[src/rtl/screen_pkg.sv]
// Shared types and helpers for the screen frame scheduler.
package screen_pkg;

    localparam int unsigned BYTE_W  = 8;
    localparam int unsigned FRAME_W = BYTE_W + 2;

    localparam logic [BYTE_W-1:0] CMD_PREFIX_DEFAULT = 8'hFE;

    typedef enum logic [1:0] {
        IDLE,
        SEND,
        GAP
    } schedState;

    // Serial word as the screen transmitter expects it, LSB first on the wire.
    typedef struct packed {
        logic              stopBit;
        logic [BYTE_W-1:0] data;
        logic              startBit;
    } frameWord;

    function automatic frameWord buildFrame(input logic [BYTE_W-1:0] dataByte);
        frameWord f;
        f.stopBit  = 1'b1;
        f.data     = dataByte;
        f.startBit = 1'b0;
        return f;
    endfunction

endpackage

[src/rtl/screen_sched_if.sv]
// Requester and transmitter signals of the screen scheduler.
interface screen_sched_if;
    import screen_pkg::*;

    logic              cmd_valid;
    logic [BYTE_W-1:0] cmd_byte;
    logic              cmd_ready;
    logic              txt_valid;
    logic [BYTE_W-1:0] txt_byte;
    logic              txt_ready;
    frameWord          frame;
    logic              busy;

    modport master (
        output cmd_valid, cmd_byte, txt_valid, txt_byte,
        input  cmd_ready, txt_ready, frame, busy
    );

    modport slave (
        input  cmd_valid, cmd_byte, txt_valid, txt_byte,
        output cmd_ready, txt_ready, frame, busy
    );
endinterface

[src/rtl/screen_rr_arb.sv]
// Two-way round-robin arbiter between command and text requesters.
module screen_rr_arb (
    input  logic clk,
    input  logic reset,
    input  logic enable,
    input  logic cmdValid,
    input  logic txtValid,
    output logic cmdGrant_c,
    output logic txtGrant_c
);
    // Starts as "text granted last" so the command side wins the first tie.
    logic lastTxt;

    always_comb begin
        cmdGrant_c = enable && cmdValid && (!txtValid || lastTxt);
        txtGrant_c = enable && txtValid && !(cmdValid && lastTxt);
    end

    always_ff @(posedge clk) begin
        if (reset) begin
            lastTxt <= 1'b1;
        end else if (cmdGrant_c) begin
            lastTxt <= 1'b0;
        end else if (txtGrant_c) begin
            lastTxt <= 1'b1;
        end
    end
endmodule

[src/rtl/screen_sched.sv]
// Schedules command and text bytes into fixed-length frame slots for the screen transmitter.
module screen_sched
    import screen_pkg::*;
#(
    parameter int unsigned       HOLD_CYC   = 4,
    parameter int unsigned       FRAME_CYC  = 50,
    parameter logic [BYTE_W-1:0] CMD_PREFIX = CMD_PREFIX_DEFAULT
) (
    input  logic         clk,
    input  logic         reset,
    screen_sched_if.slave bus
);
    localparam int unsigned     CNT_W     = $clog2(FRAME_CYC);
    localparam logic [CNT_W-1:0] HOLD_LAST = CNT_W'(HOLD_CYC - 1);
    localparam logic [CNT_W-1:0] SLOT_LAST = CNT_W'(FRAME_CYC - 1);

    if (HOLD_CYC == 0 || FRAME_CYC <= HOLD_CYC) begin : gBadParams
        $error("screen_sched: need FRAME_CYC > HOLD_CYC > 0");
    end

    schedState         state, nextState;
    logic [CNT_W-1:0]  slotCnt, slotCntNext;
    frameWord          frameQ, frameNext;
    logic              busyQ;
    logic              pendCmd, pendCmdNext;
    logic [BYTE_W-1:0] cmdLatch, cmdLatchNext;
    logic              cmdGrant_c, txtGrant_c;

    screen_rr_arb uArb (
        .clk        (clk),
        .reset      (reset),
        .enable     ((state == IDLE) && !reset),
        .cmdValid   (bus.cmd_valid),
        .txtValid   (bus.txt_valid),
        .cmdGrant_c (cmdGrant_c),
        .txtGrant_c (txtGrant_c)
    );

    assign bus.cmd_ready = cmdGrant_c;
    assign bus.txt_ready = txtGrant_c;
    assign bus.frame     = frameQ;
    assign bus.busy      = busyQ;

    always_ff @(posedge clk) begin
        if (reset) begin
            state    <= IDLE;
            slotCnt  <= '0;
            frameQ   <= '0;
            busyQ    <= 1'b0;
            pendCmd  <= 1'b0;
            cmdLatch <= '0;
        end else begin
            state    <= nextState;
            slotCnt  <= slotCntNext;
            frameQ   <= frameNext;
            busyQ    <= (nextState != IDLE);
            pendCmd  <= pendCmdNext;
            cmdLatch <= cmdLatchNext;
        end
    end

    // Slot counter runs 0..FRAME_CYC-1 across SEND then GAP; the frame is built on entry to SEND.
    always_comb begin
        nextState    = state;
        slotCntNext  = slotCnt;
        frameNext    = frameQ;
        pendCmdNext  = pendCmd;
        cmdLatchNext = cmdLatch;
        unique case (state)
            IDLE: begin
                slotCntNext = '0;
                frameNext   = '0;
                if (cmdGrant_c) begin
                    nextState    = SEND;
                    frameNext    = buildFrame(CMD_PREFIX);
                    pendCmdNext  = 1'b1;
                    cmdLatchNext = bus.cmd_byte;
                end else if (txtGrant_c) begin
                    nextState = SEND;
                    frameNext = buildFrame(bus.txt_byte);
                end
            end
            SEND: begin
                slotCntNext = slotCnt + CNT_W'(1);
                if (slotCnt == HOLD_LAST) begin
                    nextState = GAP;
                    frameNext = '0;
                end
            end
            GAP: begin
                if (slotCnt == SLOT_LAST) begin
                    slotCntNext = '0;
                    if (pendCmd) begin
                        nextState   = SEND;
                        frameNext   = buildFrame(cmdLatch);
                        pendCmdNext = 1'b0;
                    end else begin
                        nextState = IDLE;
                    end
                end else begin
                    slotCntNext = slotCnt + CNT_W'(1);
                end
            end
            default: begin
                nextState = IDLE;
                frameNext = '0;
            end
        endcase
    end
endmodule

[src/flat_wrapper.sv]
// flat-port wrapper written by rule: the top's interface ports become plain ports
module screen_sched_flat import screen_pkg::*;
#(
    parameter int unsigned       HOLD_CYC   = 4,
    parameter int unsigned       FRAME_CYC  = 50,
    parameter logic [BYTE_W-1:0] CMD_PREFIX = CMD_PREFIX_DEFAULT
)
  (clk, reset, bus_cmd_valid, bus_cmd_byte, bus_txt_valid, bus_txt_byte, bus_cmd_ready, bus_txt_ready, bus_frame, bus_busy);
  screen_sched_if bus_i ();
  input  logic clk;
  input  logic reset;
  input wire logic [$bits(bus_i.cmd_valid)-1:0] bus_cmd_valid;
  input wire logic [$bits(bus_i.cmd_byte)-1:0] bus_cmd_byte;
  input wire logic [$bits(bus_i.txt_valid)-1:0] bus_txt_valid;
  input wire logic [$bits(bus_i.txt_byte)-1:0] bus_txt_byte;
  output wire logic [$bits(bus_i.cmd_ready)-1:0] bus_cmd_ready;
  output wire logic [$bits(bus_i.txt_ready)-1:0] bus_txt_ready;
  output wire logic [$bits(bus_i.frame)-1:0] bus_frame;
  output wire logic [$bits(bus_i.busy)-1:0] bus_busy;
  assign bus_i.cmd_valid = bus_cmd_valid;
  assign bus_i.cmd_byte = bus_cmd_byte;
  assign bus_i.txt_valid = bus_txt_valid;
  assign bus_i.txt_byte = bus_txt_byte;
  assign bus_cmd_ready = bus_i.cmd_ready;
  assign bus_txt_ready = bus_i.txt_ready;
  assign bus_frame = bus_i.frame;
  assign bus_busy = bus_i.busy;
  screen_sched #(.HOLD_CYC(HOLD_CYC), .FRAME_CYC(FRAME_CYC), .CMD_PREFIX(CMD_PREFIX)) u_core (.clk(clk), .reset(reset), .bus(bus_i));
endmodule
[config.mk]
export PLATFORM = sky130hd
export DESIGN_NAME = screen_sched_flat
export DESIGN_NICKNAME = d
export VERILOG_FILES = /design/src/rtl/screen_pkg.sv /design/src/rtl/screen_sched_if.sv /design/src/rtl/screen_rr_arb.sv /design/src/rtl/screen_sched.sv /design/src/flat_wrapper.sv
export SDC_FILE = /design/constraint.sdc
export NUM_CORES = 1
export LEC_CHECK = 0
export CORE_UTILIZATION = 51
export CTS_CLUSTER_DIAMETER = 200
export DETAILED_ROUTE_END_ITERATION = 16
export PLACE_DENSITY_LB_ADDON = 0.15
export SETUP_SLACK_MARGIN = 0.5
export SYNTH_ARGS = -nofsm -noshare
export SYNTH_HDL_FRONTEND = slang
export SYNTH_SLANG_ARGS = --single-unit
export TNS_END_PERCENT = 50
[constraint.sdc]
create_clock -name clk -period 2.45 [get_ports clk]
set_input_delay 0.49 -clock clk [delete_from_list [all_inputs] [get_ports clk]]
set_output_delay 0.49 -clock clk [all_outputs]
set_load 0.03 [all_outputs]
### Word-level counts from Yosys, hierarchy flattened

Index checks and enable logic that the tools add are counted.

| word-level totals | value |
|---|---|
| word-level logic and storage cells | 55 |
| bits in registers | 29 |
| output and inout port bits | 13 |
| input bits | 20 |

| cells by class | value |
|---|---|
| equal/unequal tests | 8 |
| reduce and logical (&&, ||, !) cells | 18 |
| add/subtract/negate cells | 1 |
| multiplexer cells | 19 |

Operators with widths:

| operator | count |
|---|---|
| 2-to-1 mux 10 bit | 5 |
| case mux 10 bit (3 select lines) | 1 |
| case mux 6 bit (3 select lines) | 1 |
| 2-to-1 mux 2 bit | 4 |
| adder 6 x 1 -> 6 bit, second input constant | 1 |
| == test 6 x 2 -> 1 bit, second input constant | 1 |
| == test 6 bit, second input constant | 1 |
| logical AND 1 bit | 6 |
| 2-to-1 mux 6 bit | 1 |
| != test 2 x 1 -> 1 bit, second input constant | 3 |
| case mux 2 bit (3 select lines) | 1 |
| AND reduction 3 bit | 2 |
| nonzero test 2 bit | 3 |
| 2-to-1 mux 1 bit | 5 |
| logical NOT 1 bit | 3 |
| nonzero test 3 bit | 1 |
| == test 2 x 1 -> 1 bit, second input constant | 1 |
| == test 2 bit, second input constant | 1 |
| logical NOT 2 bit | 1 |
| != test 2 bit, second input constant | 1 |
| case mux 1 bit (2 select lines) | 1 |
| AND reduction 2 bit | 1 |
| logical OR 1 bit | 1 |

### Depth between registers and ports, before layout

Gate-level depths: netlist of the first run.

| logic depth | value |
|---|---|
| depth in word-level cells | 8 |
| mapped depth | 9 |
| mapped depth without buffers | 6 |

### Modules after synthesis

Synthesis of the first run repeated with hierarchy kept, for this count alone.

| unflattened totals | value |
|---|---|
| cell total of the unflattened synthesis | 162 |
| area, all modules | 1433.9 µm² |

Modules (own cells, without submodules):

| module | sequential area each (µm²) | times used | cells each | area an instance (µm²) |
|---|---|---|---|---|
| screen_sched | 540.5 | 1 | 154 | 1375.1 |
| screen_rr_arb | 20.0 | 1 | 8 | 58.8 |

### Least setup slack after synthesis of the first run

No wires, ideal clock.

| timing | value |
|---|---|
| path kind | reg-to-output |
| from | reg u_core.state[0] |
| to | out bus_txt_ready |
| path buffers | 2 |
| data required time | 1.960 ns |
| path slack | 0.450 ns |
| stages on the path, launching flop included | 8 |
| arrival | 1.510 ns |
| path through | dfxtp_1 inv_1 ha_1 buf_2 nor2b_1 clkbuf_8 a21boi_0 and2_1 |

| on the way | value |
|---|---|
| word-level cells in the longest chain between the ends | 4 |

RTL lines:

| element | RTL line | source |
|---|---|---|
| start, declared | screen_sched.sv:21 | `schedState state, nextState;` |
| start signal, assigned | screen_sched.sv:53 | `state <= nextState;` |
| logical NOT 2 bit | screen_sched.sv:32 | `.enable ((state == IDLE) && !reset),` |
| logical AND 1 bit | screen_sched.sv:32 |  |
| logical AND 1 bit (2 in a row) | screen_rr_arb.sv:16 | `txtGrant_c = enable && txtValid && !(cmdValid && lastTxt);` |
| end, declared | flat_wrapper.sv:17 | `output wire logic [$bits(bus_i.txt_ready)-1:0] bus_txt_ready;` |

No other way between the ends.

### Worst setup path after layout of the first run

| timing | value |
|---|---|
| from | reg u_core.state[1] |
| to | out bus_txt_ready |

The elaborated chain is that of the path after synthesis.

==> results of run 1 <==
placed cells by master (no fill, tap or decap), types with 6 or more instances in the layout:
cell             Yosys  routed
mux2i_1              8       8
clkdlybuf4s50_1      0      27
nor2_1              11      11
a21oi_1             13      13
a22o_2               6       6
o31ai_1              9       8
buf_4                1      14
a221oi_2             7       7
inv_1               12      10
dfxtp_1             28      26
stage by stage:
stage / cells / cell area [um2] / hold WS, ns / power [W] / worst slack, ns
finish: 247 / 2054 / 0.4685 / 0.001021 / 0.3873
global route: 247 / 2054 / 0.4955 / 0.001059 / 0.3481
CTS: 246 / 2032 / 0.4718 / 0.001013 / 0.4541
detailed placement: 235 / 1907 / 0.4509 / 0.0007659 / 0.2332
global placement: 235 / 1907 / 0.4508 / 0.0007574 / 0.2812
floorplan: 170 / 1605 / 0.4617 / 0.0006755 / 0.4620
worst min-delay path: stages (launching register included):
cell and delay (ns):
dfxtp_1 0.34, inv_1 0.06, a221oi_2 0.05
timing repair:
item,in CTS,in global routing
resized for setup,16,3
buffers inserted,7,1
endpoints found under the setup margin,3,8
cloned,0,0
pin swaps,1,0
sequential cells by signal (all words and copies together), names as in the netlist:
name,count
u_core.slotCnt,6
u_core.pendCmd,1
u_core.cmdLatch,8
u_core.bus.frame,9
u_core.state,2
u_core.uArb.lastTxt,1
u_core.bus.busy,1
metal layers:
metal | GRT usage (%) | routed length [um]
met1 | 33.70 | 1781
met2 | 41.54 | 1781
met3 | 2.455 | 242
met4 | 13.27 | 105
met5 | 0 | 0
area by class of cell:
class	count	area (um2)	share of cell area (%)
repair buffers	46	426.7	20.77
flip-flops and latches	28	563.0	27.41
inverters	12	45.04	2.192
well taps	42	52.55	2.558
multi-input cells	115	930.9	45.31
clock buffers	4	36.28	1.766
kinds of logic after synthesis:
| logic type | synth area share, % |
|---|---|
| AO/OA/AOI/OAI | 30.58 |
| XOR/XNOR | 2.184 |
| adder cells (fa/ha/maj) | 4.680 |
| buffers and inverters | 9.594 |
| flip-flops | 34.95 |
| multiplexers | 4.992 |
| other | 0.2338 |
| AND/OR/NAND/NOR | 12.79 |
how the worst max path moves through the flow:
stage | endpoint | slack, ns
finish | bus_txt_ready | 0.39
detailed placement | bus_txt_ready | 0.23
floorplan | bus_cmd_ready | 0.46
CTS | bus_txt_ready | 0.45
global placement | bus_txt_ready | 0.28
global route | bus_txt_ready | 0.35
report_power, final:
part	internal (W)	total, W	switching (W)	leakage (nW)
Clock	0.0000913	0.000238	0.000147	0.0210
Combinational	0.000136	0.000281	0.000146	0.567
Sequential	0.000484	0.000502	0.0000178	0.230
==> metrics, run 1 <==
Mapped Nets=196; largest net degree at the start of global routing=27; TritonCTS clock tree=yes; Crit path largest cell delay=0.35 ns; die outline height=approximately 58 um; layout cells sized above 1=between 20% and 30%; sequential fraction of the synthesis area=a little over a third; worst hold path class=flip-flop to flip-flop; Synth Instances=170; clock-pin slew on the worst setup and hold paths=~0.16 ns; total global-route track usage=between 20 and 30%; CP Buf/Inv Count=2; io pins=33; final slew viol count=0; WL final=~3900 um; post-synth top area share=a little over a third; Die Wd=58.08 um; mean area per synthesized cell=~9.4 um2; initial drt markers=68; Startpoint Class=flip-flop; post-cts hold buffer count=0; n_diodes=0; CP arrival=approximately 1.6 ns; final hold vios=0; # clock sinks=28; area grow syn2layout=28.08%; leakage=approximately 0.82 nW; R2R Path Start=u_core.slotCnt[0]; crit-path max FO=2; initial antenna violation count=0; WL/cell=between 15 and 20 um; worst slew pin tran=roughly 0.53 ns; Async SR Flop Fraction=0%; Reg2Reg Setup Slack=approximately 0.56 ns; CTS HTree Levels=1; largest cells by area after synthesis=dfxtp_1 (35%), a221oi_2 (6.6%), mux2i_1 (5.0%), ha_1 (4.7%), o31ai_1 (4.2%); worst setup path category=flip-flop to output port; Tmin final=2.063 ns; VDD IR max=between 0.2 and 0.3 mV; CP max-delay cell=dfxtp_2; FMAX=around 480 MHz; HP Start=u_core.bus.frame[2]; Final setup viols=0; part of the cycle the worst path needs=a little over four fifths; unrepaired setup endpoints after global routing=true; Synth top cells by count=dfxtp_1 (28), a21oi_1 (13), inv_1 (12), nor2_1 (11), o31ai_1 (9); Fin Clk Skew=roughly 0.011 ns; clk_lat worst skew=around 0.35 ns; grt total ovfl=0; CTS root buffer=clkbuf_4; via/cell ratio=between 5 and 6; post-route ant nets=0; critical path launch point=u_core.state[1]; RePlAce Congestion=between 0.8 and 0.9; logic depth of the worst setup path including buffers=6; predominant post-synthesis flop cell=dfxtp_1; core footprint=2877 um2; Rel. slew slack=between 60% and 70%; crit path capture type=output port; total CTS buffers=3; number of global-route vias before repair=1400; Row Count=19; top-count cell post-synth=dfxtp_1; Post-synth EDFFs=0; final setup TNS=0 ns; destination of the worst hold path=u_core.bus.frame[2]; Layout Nets=232; top cell type by total area after synthesis=dfxtp_1; delay-heaviest family, CP=flip-flops; initial core utilization=between 50 and 60%; clock buffer depth=2; drt pass-1 iters=4; WP data required=~2.0 ns; mapped cell area=1604 um2; Finished Core Util=between 70% and 80%; count of cell types in the netlist=48; Total Die Area=~3400 um2; port bufs=31; flops & latches, synth=28; outcome=finished clean; crit-path cells=inv_2 > ha_4 > nor2b_4 > a21boi_4 > and2_4 > buf_6; cells on worst reg2reg path=5; layout filler cell count=between 200 and 250; Hold Path Stages=2; DP HPWL=2699 um; PD cells=496.9 nW/um2; Syn. warnings=0; R2R Path End=u_core.bus.busy; DR vias=about 1400; DRC viols=0; max_cap viols=0; first-pass GRT wire length=roughly 6500 um
No activity file was read; power rests on OpenSTA's default activity.
==> run 2: changes to the inputs <==
==> constraint.sdc (replaced) <==
create_clock -name clk -period 2 [get_ports clk]
set_input_delay 0.4 -clock clk [delete_from_list [all_inputs] [get_ports clk]]
set_output_delay 0.4 -clock clk [all_outputs]
set_load 0.03 [all_outputs]
==> metrics, run 2 (synthesized netlist as in run 1, its figures left out) <==
# clock sinks=28 (unchanged); crit path capture type=output port (unchanged); crit-path cells=inv_4 > ha_4 > nor2b_4 > a21boi_4 > and2_4 > buf_6 (was inv_2 > ha_4 > nor2b_4 > a21boi_4 > and2_4 > buf_6); clk_lat worst skew=0.35 ns (about the same); FMAX=506.6 MHz; clock buffer depth=2 (unchanged); largest net degree at the start of global routing=26 (was 27); WL/cell=22.14 um (was 15.83 um); CP arrival=1.57 ns (about the same); core footprint=2877 um2 (unchanged); initial antenna violation count=0 (unchanged); max_cap viols=0 (unchanged); die outline height=58.08 um (unchanged); Startpoint Class=flip-flop (unchanged); total CTS buffers=3 (unchanged); post-route ant nets=0 (unchanged); worst slew pin tran=0.4955 ns (was 0.5285 ns); total global-route track usage=25.00% (was 25.57%); crit-path max FO=3 (was 2); final setup TNS=0 ns (unchanged); first-pass GRT wire length=6458 um (was 6541 um); Seq pwr share=42.5% (was 49.2%); final slew viol count=0 (unchanged); WL final=5978 um (was 3911 um); Tmin final=between 1.5 and 2 ns; final hold vios=0 (unchanged); Reg2Reg Setup Slack=0.30 ns (was 0.56 ns); initial drt markers=148 (was 68); RePlAce Congestion=0.8098 (was 0.8320); WHS=0.4949 ns (was 0.4685 ns); CTS HTree Levels=1 (unchanged); TritonCTS clock tree=yes (unchanged); Rel. slew slack=66.68% (was 64.69%); number of global-route vias before repair=1402 (was 1400); part of the cycle the worst path needs=98.69%; n_diodes=0 (unchanged); clock-pin slew on the worst setup and hold paths=0.15 ns (was 0.16 ns); initial core utilization=55.76% (unchanged); CTS root buffer=clkbuf_4 (unchanged); DRC viols=0 (unchanged); CP Buf/Inv Count=2 (unchanged); Total Die Area=3373 um2 (unchanged); DR vias=1678 (was 1398); Fin Clk Skew=0.003967 ns (was 0.01063 ns); Row Count=19 (unchanged); area grow syn2layout=58.27% (was 28.08%); CP max-delay cell=dfxtp_4 (was dfxtp_2); NetSw=0.0004462 W (was 0.0003100 W); combinational power share=31.0% (was 27.5%); layout cells sized above 1=45.61% (was 24.88%); WP data required=1.60 ns (was 1.96 ns); Sw Ratio=30.78% (was 30.36%); io pins=33 (unchanged); leakage=1.033 nW (was 0.8180 nW); via/cell ratio=6.215 (was 5.660); Final setup viols=0 (unchanged); Pwr Total=0.001450 W (was 0.001021 W); Die Wd=58.08 um (unchanged); unrepaired setup endpoints after global routing=true (unchanged); worst setup path category=flip-flop to output port (unchanged); DP HPWL=2652 um (was 2699 um); Int Pwr=0.001004 W (was 0.0007110 W); most frequent cells in the layout=buf_4 (31), dfxtp_1 (20), clkdlybuf4s50_1 (18), nor2_1 (11) (was clkdlybuf4s50_1 (27), dfxtp_1 (26), buf_4 (14), a21oi_1 (13), nor2_1 (11)); worst hold path class=flip-flop to flip-flop (unchanged); VDD IR max=0.5316 mV (was 0.2965 mV); PD cells=571.1 nW/um2 (was 496.9 nW/um2); port bufs=31 (unchanged); drt pass-1 iters=4 (unchanged); Layout Nets=255 (was 232); Clock power frac=26.6% (was 23.3%); delay-heaviest family, CP=flip-flops (unchanged); Crit path largest cell delay=0.39 ns (was 0.35 ns); max FFs per register=9 (unchanged); outcome=finished clean (unchanged); grt total ovfl=0 (unchanged); commonest non-fill, non-tap cell in the layout=buf_4 (was clkdlybuf4s50_1); layout filler cell count=125 (was 226)
## run 2: changes by cell type in the layout (fill, tap and decap cells not counted), moves of 4 or more
| cell | change |
|---|---|
| buf_4 | +17 |
| clkdlybuf4s50_1 | -9 |
| a21oi_1 | -8 |
| dfxtp_1 | -6 |
| a21oi_4 | +5 |
| dlygate4sd2_1 | +5 |
| dfxtp_4 | +4 |
| ha_1 | -4 |
## run 2: cell type report
type	count	area, um2	share of cell area, %
multi-input cells	115	1145	45.10
repair buffers	69	653.1	25.73
flip-flops and latches	28	580.6	22.87
inverters	12	55.05	2.169
well taps	42	52.55	2.070
clock inverters	1	30.03	1.183
clock buffers	3	22.52	0.8871
## run 2: worst paths after layout
check                        from         endpoint  depth (start not counted)
setup / recovery  u_core.state[1]    bus_txt_ready                          6
setup reg to reg  u_core.state[1]  u_core.bus.busy                          7
hold / removal     u_core.pendCmd   u_core.pendCmd                          2
hold reg to reg    u_core.pendCmd   u_core.pendCmd                          2
## run 2: power groups by stage
stage | registers [W] | clock network (W) | logic (W)
6_report | 0.000615 | 0.000385 | 0.000449
5_1_grt | 0.000617 | 0.000406 | 0.000467
4_1_cts | 0.000610 | 0.000374 | 0.000339
3_5_place_dp | 0.000627 | 0 | 0.000319
3_3_place_gp | 0.000624 | 0 | 0.000313
2_1_floorplan | 0.000660 | 0 | 0.000183
## run 2: per-stage QoR
| stage | util [%] | worst slack [ns] | std cells | cell area, um2 |
|---|---|---|---|---|
| 3_5_place_dp | 67.77 | 0.06832 | 236 | 1949 |
| 6_report | 88.26 | 0.02616 | 270 | 2539 |
| 5_1_grt | 88.26 | -0.02935 | 270 | 2539 |
| 4_1_cts | 74.68 | 0.08360 | 251 | 2148 |
| 3_3_place_gp | 67.77 | 0.07459 | 236 | 1949 |
| 2_1_floorplan | - | 0.3516 | 170 | 1653 |
## run 2: what timing repair did
item                                    CTS  global route
gates resized for setup                  31            48
pin swaps                                11            10
buffers inserted                         11            18
gates cloned                              0             1
hold buffers                              0             0
endpoints found under the setup margin   39            38
endpoints found under the hold margin     0             0
## run 2: per-layer routing
layer / track usage, % / vias up / share of wire [%]
met5: 0 / - / 0
met4: 10.20 / 0 / 6.0
met3: 6.473 / 33 / 7.2
met2: 41.05 / 115 / 49
met1: 31.16 / 794 / 38
li1: - / 736 / -
## run 2: worst min-delay path: stages (launching register included)
cell and delay, ns:
dfxtp_2 0.37, o21ai_2 0.05, a21oi_1 0.06
==> run 3: changes to the inputs <==
--- a/config.mk
+++ b/config.mk
@@ -5,12 +5,15 @@
 export SDC_FILE = /design/constraint.sdc
 export NUM_CORES = 1
 export LEC_CHECK = 0
-export CORE_UTILIZATION = 51
+export CORE_UTILIZATION = 49
 export CTS_CLUSTER_DIAMETER = 200
+export CTS_CLUSTER_SIZE = 14
 export DETAILED_ROUTE_END_ITERATION = 16
 export PLACE_DENSITY_LB_ADDON = 0.15
+export REMOVE_ABC_BUFFERS = 1
 export SETUP_SLACK_MARGIN = 0.5
 export SYNTH_ARGS = -nofsm -noshare
 export SYNTH_HDL_FRONTEND = slang
+export SYNTH_HIERARCHICAL = 1
 export SYNTH_SLANG_ARGS = --single-unit
 export TNS_END_PERCENT = 50
==> metrics, run 3 <==
Synth Instances=162 (was 170); TritonCTS clock tree=yes (unchanged); CTS HTree Levels=1 (unchanged); WHS=0.4768 ns (was 0.4949 ns); core footprint=2758 um2 (was 2877 um2); via/cell ratio=6.008 (was 6.215); grt total ovfl=0 (unchanged); unrepaired setup endpoints after global routing=true (unchanged); fin area=2402 um2 (was 2539 um2); Placed Area=1808 um2 (was 1949 um2); part of the cycle the worst path needs=101.7% (was 98.69%); sequential fraction of the synthesis area=39.09% (was 34.95%); top-count cell post-synth=dfxtp_1 (unchanged); Synth top cells by count=dfxtp_1 (28), nand2_1 (26), inv_1 (15), a21oi_1 (13), nor2_1 (11) (was dfxtp_1 (28), a21oi_1 (13), inv_1 (12), nor2_1 (11), o31ai_1 (9)); Async SR Flop Fraction=0% (unchanged); Final setup viols=1 (was 0); first-pass GRT wire length=7038 um (was 6458 um); WL final=5160 um (was 5978 um); io pins=33 (unchanged); max FFs per register=9 (unchanged); violated checks=negative setup slack; top cell type by total area after synthesis=dfxtp_1 (unchanged); number of global-route vias before repair=1440 (was 1402); crit path capture type=output port (unchanged); Post-synth EDFFs=0 (unchanged); # clock sinks=28 (unchanged); post-route ant nets=0 (unchanged); clock-pin slew on the worst setup and hold paths=0.16 ns (was 0.15 ns); CTS root buffer=clkbuf_4 (unchanged); flops & latches, synth=28 (unchanged); clk_lat worst skew=0.33 ns (was 0.35 ns); final hold vios=0 (unchanged); RePlAce Congestion=0.8606 (was 0.8098); DP HPWL=2453 um (was 2652 um); die outline height=56.10 um (was 58.08 um); outcome=complete, but fails checks (was finished clean); Startpoint Class=flip-flop (unchanged); total CTS buffers=3 (unchanged); initial core utilization=52.00% (was 55.76%); layout filler cell count=117 (was 125); mapped cell area=1434 um2 (was 1604 um2); Final WS setup=-0.03336 ns (was 0.02616 ns); Pwr Total=0.001532 W (was 0.001450 W); post-synth top area share=39.09% (was 34.95%); mean area per synthesized cell=8.851 um2 (was 9.436 um2); crit-path max FO=3 (unchanged); worst hold path class=flip-flop to flip-flop (unchanged); initial antenna violation count=0 (unchanged); most frequent cells in the layout=buf_4 (33), clkdlybuf4s50_1 (24), dfxtp_1 (22), nand2_1 (19), inv_1 (13) (was buf_4 (31), dfxtp_1 (20), clkdlybuf4s50_1 (18), nor2_1 (11)); cells on worst reg2reg path=12 (was 7); Row Count=19 (unchanged); layout cells sized above 1=44.02% (was 45.61%); WL/cell=19.47 um (was 22.14 um); total global-route track usage=28.63% (was 25.00%); largest cells by area after synthesis=dfxtp_1 (39%), nand2_1 (6.8%), a221oi_2 (6.3%), ha_1 (6.1%), a21oi_1 (4.5%) (was dfxtp_1 (35%), a221oi_2 (6.6%), mux2i_1 (5.0%), ha_1 (4.7%), o31ai_1 (4.2%)); Syn. warnings=6 (was 0); Die Wd=56.10 um (was 58.08 um); initial drt markers=87 (was 148); FMAX=491.8 MHz (was 506.6 MHz); Total Die Area=3147 um2 (was 3373 um2); Tmin final=2.033 ns (was 1.974 ns); Layout Nets=262 (was 255); DRC viols=0 (unchanged); worst setup path category=flip-flop to output port (unchanged); area grow syn2layout=67.54% (was 58.27%); Fin Clk Skew=0.01146 ns (was 0.003967 ns); WP data required=1.60 ns (about the same); clock buffer depth=2 (unchanged); largest net degree at the start of global routing=25 (was 26); CP arrival=1.63 ns (was 1.57 ns); Hold Path Stages=2 (unchanged); predominant post-synthesis flop cell=dfxtp_1 (unchanged); VDD IR max=0.6759 mV (was 0.5316 mV); commonest non-fill, non-tap cell in the layout=buf_4 (unchanged); PD cells=637.7 nW/um2 (was 571.1 nW/um2); DR vias=1592 (was 1678); leakage=0.9819 nW (was 1.033 nW); final slew viol count=0 (unchanged); port bufs=31 (unchanged); count of cell types in the netlist=41 (was 48); max_cap viols=0 (unchanged); drt pass-1 iters=5 (was 4); n_diodes=0 (unchanged)
[run 3: changes by cell type in the layout (fill, tap and decap cells not counted), moves of 5 or more]
| cell | change |
|---|---|
| a22o_2 | -6 |
| a22oi_1 | +8 |
| buf_6 | +6 |
| clkdlybuf4s50_1 | +6 |
| inv_1 | +5 |
| mux2i_1 | -8 |
| nand2_1 | +16 |
| nand2_2 | +5 |
| o31ai_1 | -8 |
[run 3: worst max-delay path: stages, from the launching register on]
cell and delay, ns:
dfxtp_2 0.36, inv_2 0.09, ha_4 0.15, nor2b_4 0.18, nand2_2 0.09, a21oi_2 0.16, buf_4 0.15, buf_6 0.12
[run 3: path summary, 6_finish.rpt]
| check | startpoint | end | slack [ns] |
|---|---|---|---|
| setup / recovery | u_core/state[0] | bus_cmd_ready | -0.03 |
| hold / removal | u_core/bus.frame[5] | u_core/bus.frame[5] | 0.48 |
| setup reg to reg | u_core/state[0] | u_core/cmdLatch[3] | 0.02 |
| hold reg to reg | u_core/bus.frame[5] | u_core/bus.frame[5] | 0.48 |
[run 3: cell families (layout without fill, tap and decap cells)]
family          count (synthesis)  in the layout  share of synthesized area (%)
buf+inv                        22             93                          6.544
compound gates                 47             48                          26.79
simple gates                   52             52                          17.71
xor+xnor                        4              4                          2.444
flops                          28             28                          39.09
mux                             1              1                          1.047
fa+ha+maj                       7              7                          6.108
other cells                     1              1                         0.2615
[run 3: per-stage QoR]
step / utilization (%) / setup WS, ns / setup TNS (ns) / instances
2_1_floorplan: - / -0.5246 / -7.596 / 155
3_3_place_gp: 65.56 / -0.02498 / -0.07699 / 226
3_5_place_dp: 65.56 / -0.06487 / -0.3390 / 226
4_1_cts: 78.22 / 0.1201 / 0 / 251
5_1_grt: 87.11 / -0.08429 / -0.1582 / 265
6_report: 87.11 / -0.03336 / -0.03336 / 265
[run 3: power by group]
group / leakage (nW) / switching (W) / total [W] / internal, W
clock network: 0.0210 / 0.000171 / 0.000282 / 0.000111
registers: 0.232 / 0.0000313 / 0.000636 / 0.000605
logic: 0.729 / 0.000312 / 0.000613 / 0.000301
[run 3: what timing repair did]
item | CTS | global route
gates resized for setup | 49 | 33
setup endpoints to repair | 39 | 40
pin swaps | 18 | 14
gates cloned | 1 | 0
hold buffers | 0 | 0
buffers inserted | 20 | 14
[run 3: routing by layer]
metal	vias to the layer above	global-route usage [%]	part of all wire (%)
met4	0	11.50	2.8
li1	715	-	-
met3	18	4.651	8.7
met1	750	35.42	41
met2	109	49.32	47
met5	-	0	0
[run 3: final cells by class]
class                      instances  area (um2)  area share (%)
clock buffer                       4       36.28           1.510
multi-input combinational        113        1017           42.34
tap                               31       38.79           1.615
timing repair buffer              74       680.7           28.33
inverter                          15       56.30           2.344
sequential                        28       573.1           23.85
